File: config.mk
export PLATFORM = sky130hd
export DESIGN_NAME = ls_result_queue
export DESIGN_NICKNAME = d
export VERILOG_FILES = /design/src/rtl/ls_result_queue_pkg.sv /design/src/rtl/ls_result_queue_result_fifo_core.sv /design/src/rtl/ls_result_queue.sv
export SDC_FILE = /design/constraint.sdc
export NUM_CORES = 1
export LEC_CHECK = 0
export CORE_MARGIN = 2
export CORE_UTILIZATION = 49
export CTS_BUF_LIST = sky130_fd_sc_hd__clkbuf_4 sky130_fd_sc_hd__clkbuf_8 sky130_fd_sc_hd__clkbuf_16
export DETAILED_ROUTE_END_ITERATION = 8
export GPL_TIMING_DRIVEN = 0
export PLACE_DENSITY = 0.76
export SETUP_SLACK_MARGIN = 0.5
export SKIP_CTS_REPAIR_TIMING = 1
export SLEW_MARGIN = 30
export SYNTH_ARGS = -nofsm -noshare
export SYNTH_HDL_FRONTEND = slang
export SYNTH_SLANG_ARGS = --single-unit
File: constraint.sdc
create_clock -name i_clock -period 2.45 [get_ports i_clock]
set_clock_uncertainty 0.1 [all_clocks]
set_input_delay 0.6125 -clock i_clock [delete_from_list [all_inputs] [get_ports i_clock]]
set_output_delay 0.6125 -clock i_clock [all_outputs]
set_load 0.02 [all_outputs]
File: src/rtl/ls_result_queue_pkg.sv
// Shared types and default widths for the load/store result queue.
package ls_result_queue_pkg;

    localparam int XLEN      = 32;
    localparam int ARN_WIDTH = 5;
    localparam int RRN_WIDTH = 6;

    typedef struct packed {
        logic [XLEN-1:0]      result;
        logic [ARN_WIDTH-1:0] arn;
        logic [RRN_WIDTH-1:0] rrn;
        logic                 fault;
    } ls_result_t;

    function automatic int count_width(input int depth);
        return $clog2(depth) + 1;
    endfunction

endpackage

File: src/rtl/ls_result_queue_result_fifo_core.sv
// Generic DEPTH-entry ring buffer of ls_result_t with head/tail pointers and a separate count.
module result_fifo_core
    import ls_result_queue_pkg::*;
#(
    parameter int DEPTH = 4,
    localparam int PTR_W = $clog2(DEPTH),
    localparam int CNT_W = PTR_W + 1
) (
    input  logic             clk_i,
    input  logic             rst_ni,
    input  logic             clear_i,
    input  logic             push_i,
    input  logic             pop_i,
    input  ls_result_t       wdata_i,
    output ls_result_t       rdata_o,
    output logic             full_o,
    output logic             empty_o,
    output logic [CNT_W-1:0] count_o
);

    ls_result_t       mem_q [DEPTH];
    logic [PTR_W-1:0] head_q, head_d;
    logic [PTR_W-1:0] tail_q, tail_d;
    logic [CNT_W-1:0] count_q, count_d;
    logic             do_push, do_pop;

    assign full_o  = (count_q == CNT_W'(DEPTH));
    assign empty_o = (count_q == '0);
    assign count_o = count_q;
    assign rdata_o = mem_q[head_q];

    // Full/empty gating here keeps the count within [0, DEPTH] whatever the caller asks for.
    assign do_push = push_i && !full_o && !clear_i;
    assign do_pop  = pop_i && !empty_o && !clear_i;

    always_comb begin
        head_d  = head_q;
        tail_d  = tail_q;
        count_d = count_q;
        if (clear_i) begin
            head_d  = '0;
            tail_d  = '0;
            count_d = '0;
        end else begin
            if (do_push) tail_d = tail_q + PTR_W'(1);
            if (do_pop)  head_d = head_q + PTR_W'(1);
            count_d = count_q + CNT_W'(do_push) - CNT_W'(do_pop);
        end
    end

    always_ff @(posedge clk_i or negedge rst_ni) begin
        if (!rst_ni) begin
            head_q  <= '0;
            tail_q  <= '0;
            count_q <= '0;
        end else begin
            head_q  <= head_d;
            tail_q  <= tail_d;
            count_q <= count_d;
        end
    end

    always_ff @(posedge clk_i) begin
        if (do_push) mem_q[tail_q] <= wdata_i;
    end

endmodule

File: src/rtl/ls_result_queue.sv
// Load/store result queue feeding the CDB arbiter: request while non-empty, drive CDB on grant.
// Optional zero-latency empty-queue bypass enabled by defining LS_RESULT_BYPASS_EN.
module ls_result_queue #(
    parameter int DEPTH     = 4,
    parameter int XLEN      = ls_result_queue_pkg::XLEN,
    parameter int ARN_WIDTH = ls_result_queue_pkg::ARN_WIDTH,
    parameter int RRN_WIDTH = ls_result_queue_pkg::RRN_WIDTH
) (
    input  logic                       i_clock,
    input  logic                       i_reset_n,
    input  logic                       i_clear,
    input  logic                       i_valid,
    input  logic [XLEN-1:0]            i_result,
    input  logic [ARN_WIDTH-1:0]       i_arn,
    input  logic [RRN_WIDTH-1:0]       i_rrn,
    input  logic                       i_fault,
    output logic                       o_ready,
    output logic                       o_get_bus,
    input  logic                       i_bus_granted,
    output logic                       o_cdb_valid,
    output logic [XLEN-1:0]            o_cdb_result,
    output logic [ARN_WIDTH-1:0]       o_cdb_arn,
    output logic [RRN_WIDTH-1:0]       o_cdb_rrn,
    output logic                       o_cdb_fault,
    output logic                       o_full,
    output logic                       o_empty,
    output logic [$clog2(DEPTH):0]     o_count
);

    import ls_result_queue_pkg::*;

    ls_result_t wr_entry, head_entry, cdb_entry;
    logic       bypass;
    logic       push;

    assign wr_entry = '{result: i_result, arn: i_arn, rrn: i_rrn, fault: i_fault};

    result_fifo_core #(
        .DEPTH (DEPTH)
    ) u_fifo (
        .clk_i   (i_clock),
        .rst_ni  (i_reset_n),
        .clear_i (i_clear),
        .push_i  (push),
        .pop_i   (i_bus_granted),
        .wdata_i (wr_entry),
        .rdata_o (head_entry),
        .full_o  (o_full),
        .empty_o (o_empty),
        .count_o (o_count)
    );

    // o_ready looks only at registered count, so a grant can never open a slot in the same cycle.
    assign o_ready = !o_full;

`ifdef LS_RESULT_BYPASS_EN
    assign bypass    = o_empty && i_valid && i_bus_granted && !i_clear;
    assign o_get_bus = !o_empty || i_valid;
`else
    assign bypass    = 1'b0;
    assign o_get_bus = !o_empty;
`endif

    assign push = i_valid && !bypass;

    // Head stays valid until the edge, so a grant during a clear still drives the CDB.
    always_comb begin
        o_cdb_valid = 1'b0;
        cdb_entry   = '0;
        if (i_bus_granted && !o_empty) begin
            o_cdb_valid = 1'b1;
            cdb_entry   = head_entry;
        end else if (bypass) begin
            o_cdb_valid = 1'b1;
            cdb_entry   = wr_entry;
        end
    end

    assign o_cdb_result = cdb_entry.result;
    assign o_cdb_arn    = cdb_entry.arn;
    assign o_cdb_rrn    = cdb_entry.rrn;
    assign o_cdb_fault  = cdb_entry.fault;

`ifndef SYNTHESIS
    a_enq_while_full: assert property (@(posedge i_clock) disable iff (!i_reset_n)
        !(i_valid && o_full && !i_clear))
        else $warning("ls_result_queue: protocol warning, i_valid while full, input dropped");

    a_cdb_implies_req: assert property (@(posedge i_clock) disable iff (!i_reset_n)
        o_cdb_valid |-> o_get_bus);
`endif

endmodule

==> flow_summary.yaml <==
sta:
  maxSlewViolCount: 0
  final.min_clock_period_ns: 2.65
  finalHoldViolCount: 0
  finalSetupTns_ns: -7.31
  final-setup-viol-count: 44
  rsz_0062_raised_after_global_routing: "true"
  worst_slew_pin_slew_ns: 0.398
  maxClockFrequency_mhz: 377
  timing.final.ws_setup_ns: -0.205
  max-slew-margin-rel: 0.735
  fin_hold_ws_ns: 0.359
  min_period_over_period: 1.08
worst_setup_path:
  crit_path_max_fanout: 10
  reg2reg_path_depth: 10
  worstSetupEndpointType: "primary output"
  critical_path_required_ns: 1.74
  wp_data_arrival_ns: 1.94
  crit_type: "flip-flop to primary output"
  setup.worst_path.start_class: "flip-flop"
final_layout:
  fill_cells: 997
  final_area_mm2: 0.00962
  fin_cells: 692
  final_cell_mix: "edfxtp_1 (176), clkdlybuf4s50_1 (46), mux4_2 (44), clkbuf_2 (39), nor2b_4 (31)"
  final_core_utilization: 0.667
  final_layout_size_suffix_gt1_frac: 0.474
  mostFrequentLayoutCell: "edfxtp_1"
  num-nets-final: 551
  layout-area-overhead-vs-synth_pct: 34.1
  num_antenna_cells: 0
clock_tree:
  cts_root_buffer_type: "clkbuf_16"
  clock_path_buffers: 2
  clock-sinks: 183
  cts_made_buffers: 17
  htreeDepth: 4
  tritoncts_clock_tree: "yes"
  cts.reportedPaths.clkPinSlew_ns: 0.06
  clk-insertion-delay-late_ns: 0.42
synthesis:
  ys_seq_area_frac: 0.761
  synth_fp_nets: 385
  average_instance_area_after_synthesis_um2: 21.8
  synth.ff_latch_count: 183
  netlist_area_mm2: 0.00717
  netlist_instances: 329
  yosysWarnings: 0
  ys_types: 26
floorplanning:
  die_area_mm2: 0.0156
  floorplan.core_area_mm2: 0.0144
  fp.dieH_um: 125
  std_cell_rows: 44
  number_of_top_level_pins: 101
  die_w_um: 125
  initial_core_util: 0.497
run:
  cap_violations: 0
route:
  avgViaCountPerCell: 5.49
  drt-pass1-iter-count: 4
  wire_per_inst_um: 23.1
  drcViolationCount: 0
  wl_um: 16000
  detailroute.via_count: 3797
  antenna_violating_nets_post_route: 0
  drt_iter0_markers: 297
place:
  io_buffers: 99
  gpl.final_weighted_congestion: 0.700
  place_worst_setup_slack_ns: -0.659
  placed_cells: 612
  postPlaceCellArea_mm2: 0.00867
  place_hpwl_um: 7310
global_route:
  globalRoute.totalOverflow: 0
  grt_first_pass_wirelength_um: 19900
  antenna_violations_before_repair: 0
  grt_start_max_net_pins: 45
  first_global_vias: 3646
  grt_usage: 0.171
worst_hold_path:
  holdCritPathClass: "input port to asynchronous set/reset pin"
outcome:
  outcome: "finished with violations"
  violations: "setup timing"
power:
  leakage_nw: 3.42
  vdd_ir_drop_max_mv: 0.609
  tot_pwr_mw: 9.40
  cellPowerDensity_mw_per_mm2: 977
synthesized netlist by cell type (all sizes together):
library cell	instances	area, µm²
nor3	1	5.00
mux2i	1	10.0
or3	2	12.5
edfxtp	176	5290
inv	9	33.8
and2	4	25.0
fa	1	20.0
o21ai	1	5.00
o31ai	1	7.51
nor3b	1	12.5
nand2b	2	12.5
o311ai	1	8.76
a21oi	1	5.00
nor2	6	22.5
clkbuf	2	7.51
mux4	44	991
buf	14	136
dfrtp	7	175
xor2	3	26.3
ha	6	75.1
xnor2	1	8.76
nor2b	45	289
where the power goes:
group	total, mW	internal (mW)	switching, mW
Combinational	2.97	1.54	1.43
Clock	2.74	1.68	1.07
Sequential	3.68	3.61	0.0694
sequential cells by signal (all words and copies together), names as in the netlist:
register	flops
u_fifo.mem_q	176
u_fifo.tail_q	2
u_fifo.count_o	3
u_fifo.head_q	2
cells by family (layout without fill, tap and decap cells):
group | after synthesis | count (layout) | share of synthesized area
compound gates | 4 | 4 | 0.00366
xor+xnor | 4 | 4 | 0.00488
fa+ha+maj | 7 | 7 | 0.0133
buf+inv | 25 | 179 | 0.0248
flops | 183 | 183 | 0.761
mux | 45 | 45 | 0.140
simple gates | 61 | 86 | 0.0528
worst paths after layout:
kind	from	endpoint	slack [ns]
hold / removal	i_reset_n	u_fifo.count_o[2]$_DFF_PN0_	0.36
setup reg to reg	u_fifo.count_o[2]$_DFF_PN0_	u_fifo.count_o[1]$_DFF_PN0_	0.04
max in group asynchronous	i_reset_n	u_fifo.count_o[0]$_DFF_PN0_	1.62
hold reg to reg	u_fifo.tail_q[1]$_DFFE_PN0P_	u_fifo.tail_q[1]$_DFFE_PN0P_	0.53
min in group i_clock	i_clear	u_fifo.count_o[2]$_DFF_PN0_	0.46
setup / recovery	u_fifo.head_q[0]$_DFFE_PN0P_	o_cdb_result[22]	-0.20
final cells by class:
type | count | area, µm² | area share
plain buffers | 16 | 208 | 0.0216
clock buffers | 23 | 477 | 0.0496
clock inverters | 9 | 125 | 0.0130
inverters | 9 | 36.3 | 0.00377
multi-input cells | 146 | 2060 | 0.214
flip-flops and latches | 183 | 5460 | 0.568
well taps | 184 | 230 | 0.0239
repair buffers | 122 | 1020 | 0.106
critical path, stage by stage (launching register included):
cell	delay (ns)
dfrtp_1	0.38
buf_12	0.16
buf_12	0.16
mux4_2	0.52
nor2b_4	0.14
clkbuf_2	0.15
per-layer routing:
layer | track usage | part of all wire | up-vias
met5 | 0 | 0 | -
met4 | 0.0608 | 0.016 | 0
met3 | 0.0449 | 0.074 | 16
met2 | 0.282 | 0.51 | 145
met1 | 0.223 | 0.40 | 1959
li1 | - | - | 1677
Note: power is estimated with default switching activity, not from simulation.
==> variant: new RTL, config.mk and constraints unchanged <==
Set the package constant `ARN_WIDTH` to 7 (it was 5).
--- a/src/rtl/ls_result_queue_pkg.sv
+++ b/src/rtl/ls_result_queue_pkg.sv
@@ -4,3 +4,3 @@
     localparam int XLEN      = 32;
-    localparam int ARN_WIDTH = 5;
+    localparam int ARN_WIDTH = 7;
     localparam int RRN_WIDTH = 6;
Interface: changed (resized i_arn and o_cdb_arn); port bits go from 101 to 105. No check against the original RTL was run, so the function may have changed too.
==> variant against the unedited design <==
  * The flow still finishes with violations (negative setup slack)
  * Largest cell class unchanged
  * Area after synthesis up 3.5%
  * Largest power group unchanged
  * Routed wire length grew 13%
  * Sequential cell count up 8
  * Critical path depth unchanged
  * Critical endpoint is now o_cdb_result[25]
  * Setup slack lost 42 ps
  * Highest routed layer unchanged
  * Final area rose by 7.8%
  * Power increased by 5.1%
==> variant: results (changes against the unedited design) <==
status: complete, but fails checks (unchanged)
failing checks: negative setup slack (unchanged)
DR WL met3: 990 um (was 1.19 mm)
CP arrival: 1980 ps (was 1940 ps)
Fillers: 918 (was 997)
proportion of layout cells with a drive suffix above 1: 0.448 (was 0.474)
Reg2Reg Capture Point: u_fifo.count_o[2] (was u_fifo.count_o[1])
Avg Cell Area, Syn: 21.8 sq um (about the same)
crit-path max cell delay: 490 ps (was 520 ps)
dpl ws: -763 ps (was -659 ps)
Clock Buffer Count: 18 (was 23)
met1 Use GR: 0.226 (was 0.223)
Iteration-0 DRC Markers: 435 (was 297)
placed insts: 628 (was 612)
wire per inst: 24.7 um (was 23.1 um)
register area: 0.00571 sq mm (was 0.00546 sq mm)
NonClk Buf Share: 0.169 (was 0.128)
dpl cell area: 0.00884 sq mm (was 0.00867 sq mm)
setup tns final: -8730 ps (was -7310 ps)
maximum VDD drop: 915 uV (was 609 uV)
Met1 Wirelength: 7.43 mm (was 6.33 mm)
highest routed metal layer: met4 (unchanged)
Via density: 5.78 (was 5.49)
worst r2r src: u_fifo.count_o[0] (was u_fifo.count_o[2])
met2 WL: 9.25 mm (was 8.20 mm)
register area share after synthesis: 0.768 (was 0.761)
first-pass GRT wire length: 21.0 mm (was 19.9 mm)
R2R Setup Slk: -20 ps (was 40 ps)
synth unique cells: 24 (was 26)
# setup viols final: 47 (was 44)
pin count of the biggest net entering global routing: 47 (was 45)
worst hold margin: 367 ps (was 359 ps)
DR vias: 4,237 (was 3,797)
global-route usage over all layers: 0.180 (was 0.171)
met3 Use GR: 0.0423 (was 0.0449)
gpl congestion: 0.719 (was 0.700)
Post-synth EDFFs: 184 (was 176)
Slew @ Worst Pin: 453 ps (was 398 ps)
Multi-input comb cells: 153 (was 146)
port bufs: 103 (was 99)
count of non-CTS buffers in the layout: 164 (was 138)
Final HPWL DP: 8.06 mm (was 7.31 mm)
GR Util met2: 0.305 (was 0.282)
max reg flops: 184 (was 176)
synth top area cells: edfxtp_1 74%, mux4_2 14%, nor2b_1 4.0% (was edfxtp_1 74%, mux4_2 14%, nor2b_1 3.8%)
static leakage: 3.87 nW (was 3.42 nW)
CTS Buffer Depth: 2 (unchanged)
CP Capture Point: o_cdb_result[25] (was o_cdb_result[22])
syn_nets: 399 (was 385)
crit path setup slack, layout: -246 ps (was -205 ps)
FF-to-FF path depth: 11 (was 10)
nets: 594 (was 551)
Final clock-cell share: 0.0552 (was 0.0626)
post-route cell area: 0.0104 sq mm (was 0.00962 sq mm)
vias in the first global route: 3,863 (was 3,646)
Synth top cells by count: 184 x edfxtp_1, 47 x nor2b_1, 46 x mux4_2 (was 176 x edfxtp_1, 44 x mux4_2, 44 x nor2b_1)
multi-input logic portion of the cell area: 0.200 (was 0.214)
critical-path maximum fanout: 7 (was 10)
Async SR Flop Fraction: 0.0366 (was 0.0383)
#FFs+latches synth: 191 (was 183)
[variant: cell types whose count changed after synthesis, sizes merged]
cell | unedited run | this run
edfxtp | 176 | 184
buf | 14 | 10
clkbuf | 2 | 6
mux4 | 44 | 46
nor2b | 45 | 47
[variant: worst register-to-register path: stages, from the launching register on]
cell and delay [ps]:
dfrtp_2 430, o31ai_4 370, buf_6 180, buf_12 120, nor2_4 40, ha_4 250, inv_2 60, ha_4 120
inv_2 40, fa_2 390, xnor2_2 170, nor2_1 70
[variant: where the power goes]
group	switching [mW]	leakage [nW]	total, mW	internal (mW)
logic	1.52	1.83	3.36	1.84
clock network	1.16	0.283	2.67	1.51
registers	0.0767	1.76	3.85	3.77
[variant: kinds of logic after synthesis]
logic type / count (synthesis) / share of synthesized area
flops: 191 / 0.768
fa+ha+maj: 7 / 0.0128
compound gates: 4 / 0.00421
buf+inv: 25 / 0.0179
simple gates: 63 / 0.0517
xor+xnor: 4 / 0.00472
mux: 47 / 0.141
